--- src/rtl/sig_pkg.sv ---
// sig_pkg: shared constants and helpers for the sigma AXI-Stream transmit path.
//   LANE_W           width of one signed sigma lane
//   beats_per_image  beats needed to carry one IMAGE_DIM x IMAGE_DIM image
//   width_for        counter width able to hold 0..n-1 (never below 1 bit)
package sig_pkg;

  localparam int unsigned LANE_W = 16;

  function automatic int unsigned beats_per_image(input int unsigned dim,
                                                  input int unsigned ppb);
    return (dim * dim) / ppb;
  endfunction

  function automatic int unsigned width_for(input int unsigned n);
    return (n > 1) ? $clog2(n) : 1;
  endfunction

endpackage

--- src/rtl/sig_tx_fifo.sv ---
// sig_tx_fifo: synchronous FIFO with occupancy count.
//   clk, rst_n     clock, asynchronous active-low reset (pointers/count only)
//   push/push_data write side; a push while full is ignored
//   pop/pop_data   read side; pop_data is the head word, a pop while empty is ignored
//   count          current occupancy, 0..DEPTH
// DEPTH must be a power of two so the pointers wrap naturally.
module sig_tx_fifo #(
  parameter int unsigned WIDTH = 8,
  parameter int unsigned DEPTH = 8
) (
  input  logic                     clk,
  input  logic                     rst_n,
  input  logic                     push,
  input  logic [WIDTH-1:0]         push_data,
  input  logic                     pop,
  output logic [WIDTH-1:0]         pop_data,
  output logic [$clog2(DEPTH):0]   count
);

  localparam int unsigned AW = $clog2(DEPTH);
  localparam int unsigned CW = AW + 1;

  logic [WIDTH-1:0] mem_q [DEPTH];
  logic [AW-1:0]    wr_ptr_q, wr_ptr_d;
  logic [AW-1:0]    rd_ptr_q, rd_ptr_d;
  logic [CW-1:0]    count_q, count_d;
  logic             do_push, do_pop;

  always_comb begin
    do_push  = push && (count_q != CW'(DEPTH));
    do_pop   = pop && (count_q != '0);
    wr_ptr_d = do_push ? wr_ptr_q + AW'(1) : wr_ptr_q;
    rd_ptr_d = do_pop  ? rd_ptr_q + AW'(1) : rd_ptr_q;
    count_d  = count_q;
    case ({do_push, do_pop})
      2'b10:   count_d = count_q + CW'(1);
      2'b01:   count_d = count_q - CW'(1);
      default: count_d = count_q;
    endcase
    pop_data = mem_q[rd_ptr_q];
    count    = count_q;
  end

  always_ff @(posedge clk or negedge rst_n) begin
    if (!rst_n) begin
      wr_ptr_q <= '0;
      rd_ptr_q <= '0;
      count_q  <= '0;
    end else begin
      wr_ptr_q <= wr_ptr_d;
      rd_ptr_q <= rd_ptr_d;
      count_q  <= count_d;
    end
  end

  // Storage carries no reset; only words below count are ever observed.
  always_ff @(posedge clk) begin
    if (do_push) mem_q[wr_ptr_q] <= push_data;
  end

endmodule

--- src/rtl/sig_axis_tx.sv ---
// sig_axis_tx: AXI-Stream transmitter for the sigma pipeline.
// Tracks beat validity alongside a PIPE_LATENCY-deep sigma pipeline, queues
// results in a skid FIFO, and stalls the pipeline when the FIFO is full.
//   clk, aresetn      clock, asynchronous active-low reset
//   in_valid          beat entering the sigma pipeline
//   sig_in            pipeline result, 16-bit signed lane j at [j*16 +: 16]
//   stall             freezes pipeline and source (FIFO full, registered only)
//   m_axis_*          AXI-Stream master; tlast marks the last beat of an image
//   m_axis_tuser      start-of-frame flag, present only with SIG_AXIS_TX_TUSER_EN
module sig_axis_tx
  import sig_pkg::*;
#(
  parameter int unsigned PIXELS_PER_BEAT = 16,
  parameter int unsigned IMAGE_DIM       = 512,
  parameter int unsigned PIPE_LATENCY    = 4,
  parameter int unsigned FIFO_DEPTH      = 8
) (
  input  logic                              clk,
  input  logic                              aresetn,
  input  logic                              in_valid,
  input  logic [LANE_W*PIXELS_PER_BEAT-1:0] sig_in,
  output logic                              stall,
  output logic [LANE_W*PIXELS_PER_BEAT-1:0] m_axis_tdata,
  output logic                              m_axis_tvalid,
  input  logic                              m_axis_tready,
  output logic                              m_axis_tlast
`ifdef SIG_AXIS_TX_TUSER_EN
  ,
  output logic                              m_axis_tuser
`endif
);

  localparam int unsigned DATA_W = LANE_W * PIXELS_PER_BEAT;
  localparam int unsigned BEATS  = beats_per_image(IMAGE_DIM, PIXELS_PER_BEAT);
  localparam int unsigned BEAT_W = width_for(BEATS);
  localparam int unsigned CNT_W  = $clog2(FIFO_DEPTH) + 1;
`ifdef SIG_AXIS_TX_TUSER_EN
  localparam int unsigned FIFO_W = DATA_W + 2;
`else
  localparam int unsigned FIFO_W = DATA_W + 1;
`endif

  logic [PIPE_LATENCY-1:0] vld_q, vld_d;
  logic [BEAT_W-1:0]       beat_q, beat_d;
  logic                    v_out, push, pop, last_beat;
  logic [CNT_W-1:0]        fifo_count;
  logic [FIFO_W-1:0]       push_word, head_word;

  always_comb begin
    stall     = (fifo_count == CNT_W'(FIFO_DEPTH));
    v_out     = vld_q[PIPE_LATENCY-1];
    push      = !stall && v_out;
    // Valid bits move only when the pipeline moves, so a held beat is pushed once.
    vld_d     = stall ? vld_q : ((vld_q << 1) | PIPE_LATENCY'(in_valid));
    last_beat = (beat_q == BEAT_W'(BEATS - 1));
    beat_d    = beat_q;
    if (push) beat_d = last_beat ? '0 : beat_q + BEAT_W'(1);
`ifdef SIG_AXIS_TX_TUSER_EN
    push_word = {(beat_q == '0), last_beat, sig_in};
`else
    push_word = {last_beat, sig_in};
`endif
    m_axis_tvalid = (fifo_count != '0);
    m_axis_tdata  = head_word[DATA_W-1:0];
    // Flags are qualified by tvalid since FIFO storage is not reset.
    m_axis_tlast  = m_axis_tvalid && head_word[DATA_W];
`ifdef SIG_AXIS_TX_TUSER_EN
    m_axis_tuser  = m_axis_tvalid && head_word[DATA_W+1];
`endif
    pop = m_axis_tvalid && m_axis_tready;
  end

  always_ff @(posedge clk or negedge aresetn) begin
    if (!aresetn) begin
      vld_q  <= '0;
      beat_q <= '0;
    end else begin
      vld_q  <= vld_d;
      beat_q <= beat_d;
    end
  end

  sig_tx_fifo #(
    .WIDTH (FIFO_W),
    .DEPTH (FIFO_DEPTH)
  ) u_fifo (
    .clk       (clk),
    .rst_n     (aresetn),
    .push      (push),
    .push_data (push_word),
    .pop       (pop),
    .pop_data  (head_word),
    .count     (fifo_count)
  );

endmodule

--- config.mk ---
export PLATFORM = sky130hd
export DESIGN_NAME = sig_axis_tx
export DESIGN_NICKNAME = d
export VERILOG_FILES = /design/src/rtl/sig_pkg.sv /design/src/rtl/sig_tx_fifo.sv /design/src/rtl/sig_axis_tx.sv
export SDC_FILE = /design/constraint.sdc
export NUM_CORES = 2
export LEC_CHECK = 0
export CAP_MARGIN = 20
export CORE_MARGIN = 5
export CORE_UTILIZATION = 63
export CTS_CLUSTER_SIZE = 24
export DETAILED_ROUTE_END_ITERATION = 12
export PLACE_DENSITY = 0.81
export SKIP_LAST_GASP = 1
export SLEW_MARGIN = 20
export SYNTH_ARGS = -nofsm -noshare
export SYNTH_HDL_FRONTEND = slang
export SYNTH_HIERARCHICAL = 1
export SYNTH_SLANG_ARGS = --single-unit
--- constraint.sdc ---
create_clock -name clk -period 39.6 [get_ports clk]
set_input_delay 3.96 -clock clk [delete_from_list [all_inputs] [get_ports clk]]
set_output_delay 3.96 -clock clk [all_outputs]
set_load 0.05 [all_outputs]
* After elaboration in Yosys (flattened, before gate mapping)
Memories as Yosys holds them, arrays and structs flattened.
Index checks and enable logic that the tools add are counted.
** Cells by class
- Equal/unequal tests :: 5
- Add/subtract/negate cells :: 5
- Reduce and logical (&&, ||, !) cells :: 8
- Mux-type cells :: 4
- Bitwise logic cells :: 1
** Operators by type and width (count)
- $add A14 B1 Y14 const B :: 1
- $eq A14 B14 Y1 const B :: 1
- $mux W14 :: 1
- $pmux W4 S2 :: 1
- $add A3 B1 Y3 const B :: 2
- $logic_and A1 B1 Y1 :: 5
- $add A4 B1 Y4 const B :: 1
- $eq A4 B4 Y1 const B :: 1
- $ne A4 B4 Y1 const B :: 1
- $or A4 B1 Y4 :: 1
- $reduce_bool A4 Y1 :: 1
- $sub A4 B1 Y4 const B :: 1
- $eq A2 B1 Y1 const B :: 1
- $eq A2 B2 Y1 const B :: 1
- $mux W1 :: 2
- $reduce_bool A2 Y1 :: 1
- $logic_not A1 Y1 :: 1
** Storage, ports and cells
- Output and inout port bits :: 259
- Logic and storage cells :: 29
- Memories :: 1
- Flip-flop bits (word level) :: 28
- Memory bits (writable) :: 2056
** Memory list
- u_fifo.mem_q :: depth 8, width 257, rd ports 1, clocked after Yosys merged registers in 0, write ports 1, line sig_tx_fifo.sv:23 : logic [WIDTH-1:0] mem_q [DEPTH];

* Logic depth before layout (Yosys ltp)
- Depth after elaboration :: 6
- Gate-level depth with buffers :: 13
- Depth with buffers taken out :: 11

* By module
The synthesis kept the hierarchy.
** Modules (own cells, without submodules)
- sig_tx_fifo :: times used 1, sequential area each 61989.5 sq um, cells each 3029, area each 77644.5 sq um
- sig_axis_tx :: times used 1, sequential area each 450.4 sq um, cells each 95, area each 907.1 sq um

* Worst setup path after synthesis
Ideal clock, no wire load.
- Path type :: register to register
- Start :: register u_fifo.count_q[0], in the netlist u_fifo/count[0]
- End :: memory u_fifo/mem_q[0][0] in the netlist's numbering, enable pin
- Arrival :: 18.655 ns
- Stages on the path, launching flop included :: 8
- Setup slack :: 19.756 ns
- Path buffers :: 2
- Clock period less this slack :: 19.844 ns
- Data required time :: 38.411 ns
- Path through :: dfrtp_1 or4b_1 buf_6 and2_0 clkbuf_1 o21a_1 nand2b_1 nor3_1
** On the way
- Longest elaborated chain between the ends :: 6
** RTL lines
- start, declared :: line sig_tx_fifo.sv:26 : logic [CW-1:0] count_q, count_d;
- start signal, assigned :: line sig_tx_fifo.sv:52 : count_q <= count_d;
- $eq A4 B4 Y1 :: line sig_axis_tx.sv:50 : stall = (fifo_count == CNT_W'(FIFO_DEPTH));
- $logic_not A1 Y1 :: line sig_axis_tx.sv:52 : push = !stall && v_out;
- $logic_and A1 B1 Y1 :: line sig_axis_tx.sv:52
- via push :: line sig_axis_tx.sv:45 : logic v_out, push, pop, last_beat;
- $logic_and A1 B1 Y1 :: line sig_tx_fifo.sv:30 : do_push = push && (count_q != CW'(DEPTH));
- $mux W1 :: line sig_tx_fifo.sv:58 : if (do_push) mem_q[wr_ptr_q] <= push_data;
- $mux W1 (not written as such) :: line sig_tx_fifo.sv:58
- end, declared :: line sig_tx_fifo.sv:23
The timed path passes the listed nets, and every way through them passes these cells.

* Worst setup path in the final report
- Start :: register u_fifo.rd_ptr_q[1]
- End :: output port m_axis_tdata[139]
** On the way
- Longest elaborated chain between the ends :: 1
** RTL lines
- start, declared :: line sig_tx_fifo.sv:25 : logic [AW-1:0] rd_ptr_q, rd_ptr_d;
- start signal, assigned :: line sig_tx_fifo.sv:51 : rd_ptr_q <= rd_ptr_d;
- $mem_v2 Z8 W257
- end, declared :: line sig_axis_tx.sv:23 : output logic [LANE_W*PIXELS_PER_BEAT-1:0] m_axis_tdata,
Every way passes these cells.

==> key figures <==
Status
  – Run status: finished clean

Min path
  – Endpoint with the worst hold slack: vld_q[0]
  – Classification of the worst-slack hold path: reg2reg
  – Depth of the worst hold-timing path: 2
  – Source of the worst hold timing path: vld_q[0]

Power
  – Cell area power density: between 80 and 90 mW/mm²
  – Internal power contribution: around 5000 µW
  – Maximum ir drop on the vdd rail: between 0.08 and 0.09 mV
  – Sequential share of power: 0.377
  – Combinational power share: 0.395
  – Switching share of power: 0.357
  – Clock network power share: 0.227
  – Overall power after layout: 7760 µW
  – Net Sw Power: ~2800 µW
  – Static power due to leakage: about 0.029 µW

Clock network
  – Latest clock arrival within the worst-skew pair: slightly above 800 ps
  – TritonCTS clock tree: done
  – Clk sinks: about 2.1k
  – Num CTS Buffers: approximately 190
  – Post-CTS resize count: 0
  – Maximum buffer depth of the clock tree: 3
  – Clock edge transition at the registers on the reported setup and hold paths: approximately 60 ps
  – Setup Fix Bufs, Post-CTS: 0
  – Hold bufs inserted after CTS: 0
  – Clk Tree Root Cell: sky130_fd_sc_hd__clkbuf_16
  – # H-tree levels: 4

Synth
  – Yosys warning count: 6
  – Count of cell types in the netlist: 41
  – Mean instance size in the synthesized netlist: around 25 µm²
  – Net Count, Synth: 3390
  – Commonest cells in the netlist: sky130_fd_sc_hd__edfxtp_1, sky130_fd_sc_hd__mux4_2, sky130_fd_sc_hd__mux2_2, sky130_fd_sc_hd__clkbuf_1, sky130_fd_sc_hd__buf_6
  – Cell type with the largest total area after synthesis: sky130_fd_sc_hd__edfxtp_1
  – Most frequently used cell type in the post-synthesis netlist: sky130_fd_sc_hd__edfxtp_1
  – Async set-or-reset flop fraction in the synthesized netlist: 0.0134
  – Proportion of netlist area held by the largest area contributor: 0.786
  – Main synth FF type: sky130_fd_sc_hd__edfxtp_1
  – Leading cell types by total area after synthesis: sky130_fd_sc_hd__edfxtp_1, sky130_fd_sc_hd__mux4_2, sky130_fd_sc_hd__mux2_2
  – Number of flops mapped to enable cells by yosys: 2056
  – Portion of the post-synthesis area used by sequential elements: 0.795
  – Post-synthesis cell area: 0.0786 mm²
  – Gate Count Post-Synth: roughly 3.1k
  – Flip-flop and latch count after synthesis: 2084

Layout
  – Multi-input gate area in the final layout: 0.0153 mm²
  – Core utilization of the finished layout: 0.740
  – Post-layout instance count excluding filler cells: 5568
  – Sequential cell area in the final layout: roughly 0.062 mm²
  – Net count of the finished layout: ~4k
  – Filler Cells Inserted: about 6.4k
  – Fraction of layout instances using a drive strength above 1: 0.285
  – Area growth from synthesis to layout: 16.7%

Worst setup path
  – Critical path data required time: roughly 36000 ps
  – Startpoint of the worst register-to-register path: u_fifo/count[0]
  – Worst Setup Start Kind: flip-flop
  – Endpoint of the lowest-slack register-to-register path: u_fifo/mem_q[7][183]
  – Cell count of the worst reg-to-reg path: 8
  – Category of the worst setup path capture point: primary output
  – Setup slack on the worst flop-to-flop path: roughly 34000 ps
  – Worst setup path class: reg2out
  – Data arrival time of the critical path: ~6000 ps
  – Maximum fanout along the worst path: 74

STA
  – Hold Vio Cnt, Final: 0
  – Worst setup skew after layout: about 40 ps
  – Worst Hold Margin: approximately 500 ps
  – Worst slew pin tran: roughly 1400 ps
  – Max-slew violations: 0
  – Setup TNS Final: 0 ps
  – Highest achievable clock rate: around 100 MHz
  – Min Clock Period, post-route: 10070 ps
  – RSZ-0062 raised after global routing: no
  – Final critical-path share of the clock period: 0.254
  – Max-Slew Margin vs Limit: 0.0904
  – Endpoints failing setup: 0

Global route
  – Number of global-route vias before repair: 37.2k
  – Largest net degree at the start of global routing: about 140
  – Wire length of the first global-routing pass: roughly 250 mm
  – Global route overflow: 0
  – Antenna violations before repair: 37
  – Total routing usage reported by global routing: 0.257

Placement
  – Port Buffers: between 500 and 600
  – Routability cong.: around 0.74
  – Number of placed instances with taps included: a little over 5k
  – HPWL after detailed placement: 87.0 mm

Detailed routing
  – Overall routed net length: about 170 mm
  – Vias after detailed routing: between 30k and 40k
  – Final antenna-violating net count: 0
  – Iteration count of the initial detailed-routing pass: 7
  – Routed len/inst: 30.1 µm
  – Detailed router's first-iteration violation count: 3586
  – Average via count per standard cell: 6.37
  – DRC violation count after routing: 0

Floorplanning
  – Die height: about 360 µm
  – Total Die Area: about 0.13 mm²
  – Width of the die: approximately 360 µm
  – Std cell rows: 129
  – Core box area: 0.124 mm²
  – Initial standard-cell utilization of the core: 0.635
  – Top Ports: 519

Job
  – Max-cap check violation count: 0
-- per-layer routing --
layer | part of all wire | GRT usage | up-vias
li1 | - | - | 14700
met1 | 0.37 | 0.341 | 18900
met2 | 0.52 | 0.432 | 1582
met3 | 0.077 | 0.0569 | 289
met4 | 0.032 | 0.0882 | 26
met5 | 0.0010 | 0 | -
-- cells by family after synthesis --
logic type      share of synthesized area
simple gates                      0.00505
fa+ha+maj                        0.000956
flops                               0.795
xor+xnor                          0.00190
compound gates                    0.00110
mux                                 0.184
buf+inv                            0.0116
-- cells in the final DEF, fill, tap and decap left out, types with 7 or more instances in the layout --
| cell type | count |
|---|---|
| sky130_fd_sc_hd__buf_12 | 8 |
| sky130_fd_sc_hd__buf_4 | 47 |
| sky130_fd_sc_hd__bufinv_16 | 13 |
| sky130_fd_sc_hd__clkbuf_1 | 34 |
| sky130_fd_sc_hd__clkbuf_16 | 195 |
| sky130_fd_sc_hd__clkdlybuf4s50_1 | 518 |
| sky130_fd_sc_hd__clkinv_1 | 50 |
| sky130_fd_sc_hd__clkinv_2 | 40 |
| sky130_fd_sc_hd__dfrtp_1 | 25 |
| sky130_fd_sc_hd__diode_2 | 27 |
| sky130_fd_sc_hd__edfxtp_1 | 2056 |
| sky130_fd_sc_hd__inv_1 | 7 |
| sky130_fd_sc_hd__mux2_2 | 258 |
| sky130_fd_sc_hd__mux4_2 | 514 |
| sky130_fd_sc_hd__nand2_1 | 25 |
| sky130_fd_sc_hd__nand3_1 | 7 |
| sky130_fd_sc_hd__nand4_1 | 7 |
| sky130_fd_sc_hd__nor2_1 | 7 |
| sky130_fd_sc_hd__xnor2_1 | 9 |
| sky130_fd_sc_hd__xor2_1 | 8 |
-- state kept, by name (all words and copies together) (netlist names) --
signal / flops
vld_q: 4
u_fifo/mem_q: 2056
u_fifo/wr_ptr_q: 3
beat_q: 14
u_fifo/rd_ptr_q: 3
u_fifo/count: 4
-- final cells by class --
cell class,count,area share
antenna,27,0.000737
clock buffer,229,0.0546
clock inverter,120,0.0107
inverter,8,0.000355
multi-input combinational,886,0.166
sequential,2084,0.681
tap,1637,0.0223
timing repair buffer,577,0.0634
-- worst max-delay path, cell delays in order (launching register included) --
cell and delay, ps:
sky130_fd_sc_hd__dfrtp_4 950, sky130_fd_sc_hd__buf_4 880, sky130_fd_sc_hd__buf_4 820, sky130_fd_sc_hd__buf_4 980, sky130_fd_sc_hd__mux4_2 420, sky130_fd_sc_hd__mux2_2 290, sky130_fd_sc_hd__clkdlybuf4s50_1 790
-- power by group through the flow --
stage | Clock [µW] | Sequential (µW) | Combinational [µW]
6_report | 1770 | 2930 | 3070
5_1_grt | 1900 | 2950 | 3190
4_1_cts | 1790 | 2930 | 3100
3_5_place_dp | 0 | 2960 | 3060
3_3_place_gp | 0 | 2950 | 3020
2_1_floorplan | 0 | 3080 | 2170
-- worst max path at each step --
stage          slack, ps          startpoint  cells after the start                 end
2_1_floorplan      19760     u_fifo/count[0]                      7  u_fifo/mem_q[0][0]
3_3_place_gp       30360  u_fifo/rd_ptr_q[0]                      6    m_axis_tdata[91]
3_5_place_dp       30300  u_fifo/rd_ptr_q[0]                      6    m_axis_tdata[92]
4_1_cts            29370  u_fifo/rd_ptr_q[0]                      6    m_axis_tdata[94]
5_1_grt            28960  u_fifo/rd_ptr_q[0]                      7    m_axis_tdata[94]
6_report           29530  u_fifo/rd_ptr_q[1]                      6   m_axis_tdata[139]
-- per-stage QoR --
| stage | cell area (µm²) | worst slack (ps) |
|---|---|---|
| finish | 91700 | 29530 |
| global route | 91600 | 28960 |
| CTS | 91600 | 29370 |
| detailed placement | 85600 | 30300 |
| global placement | 85500 | 30360 |
| floorplan | 78600 | 19760 |
No activity file was read; power rests on OpenSTA's default activity.
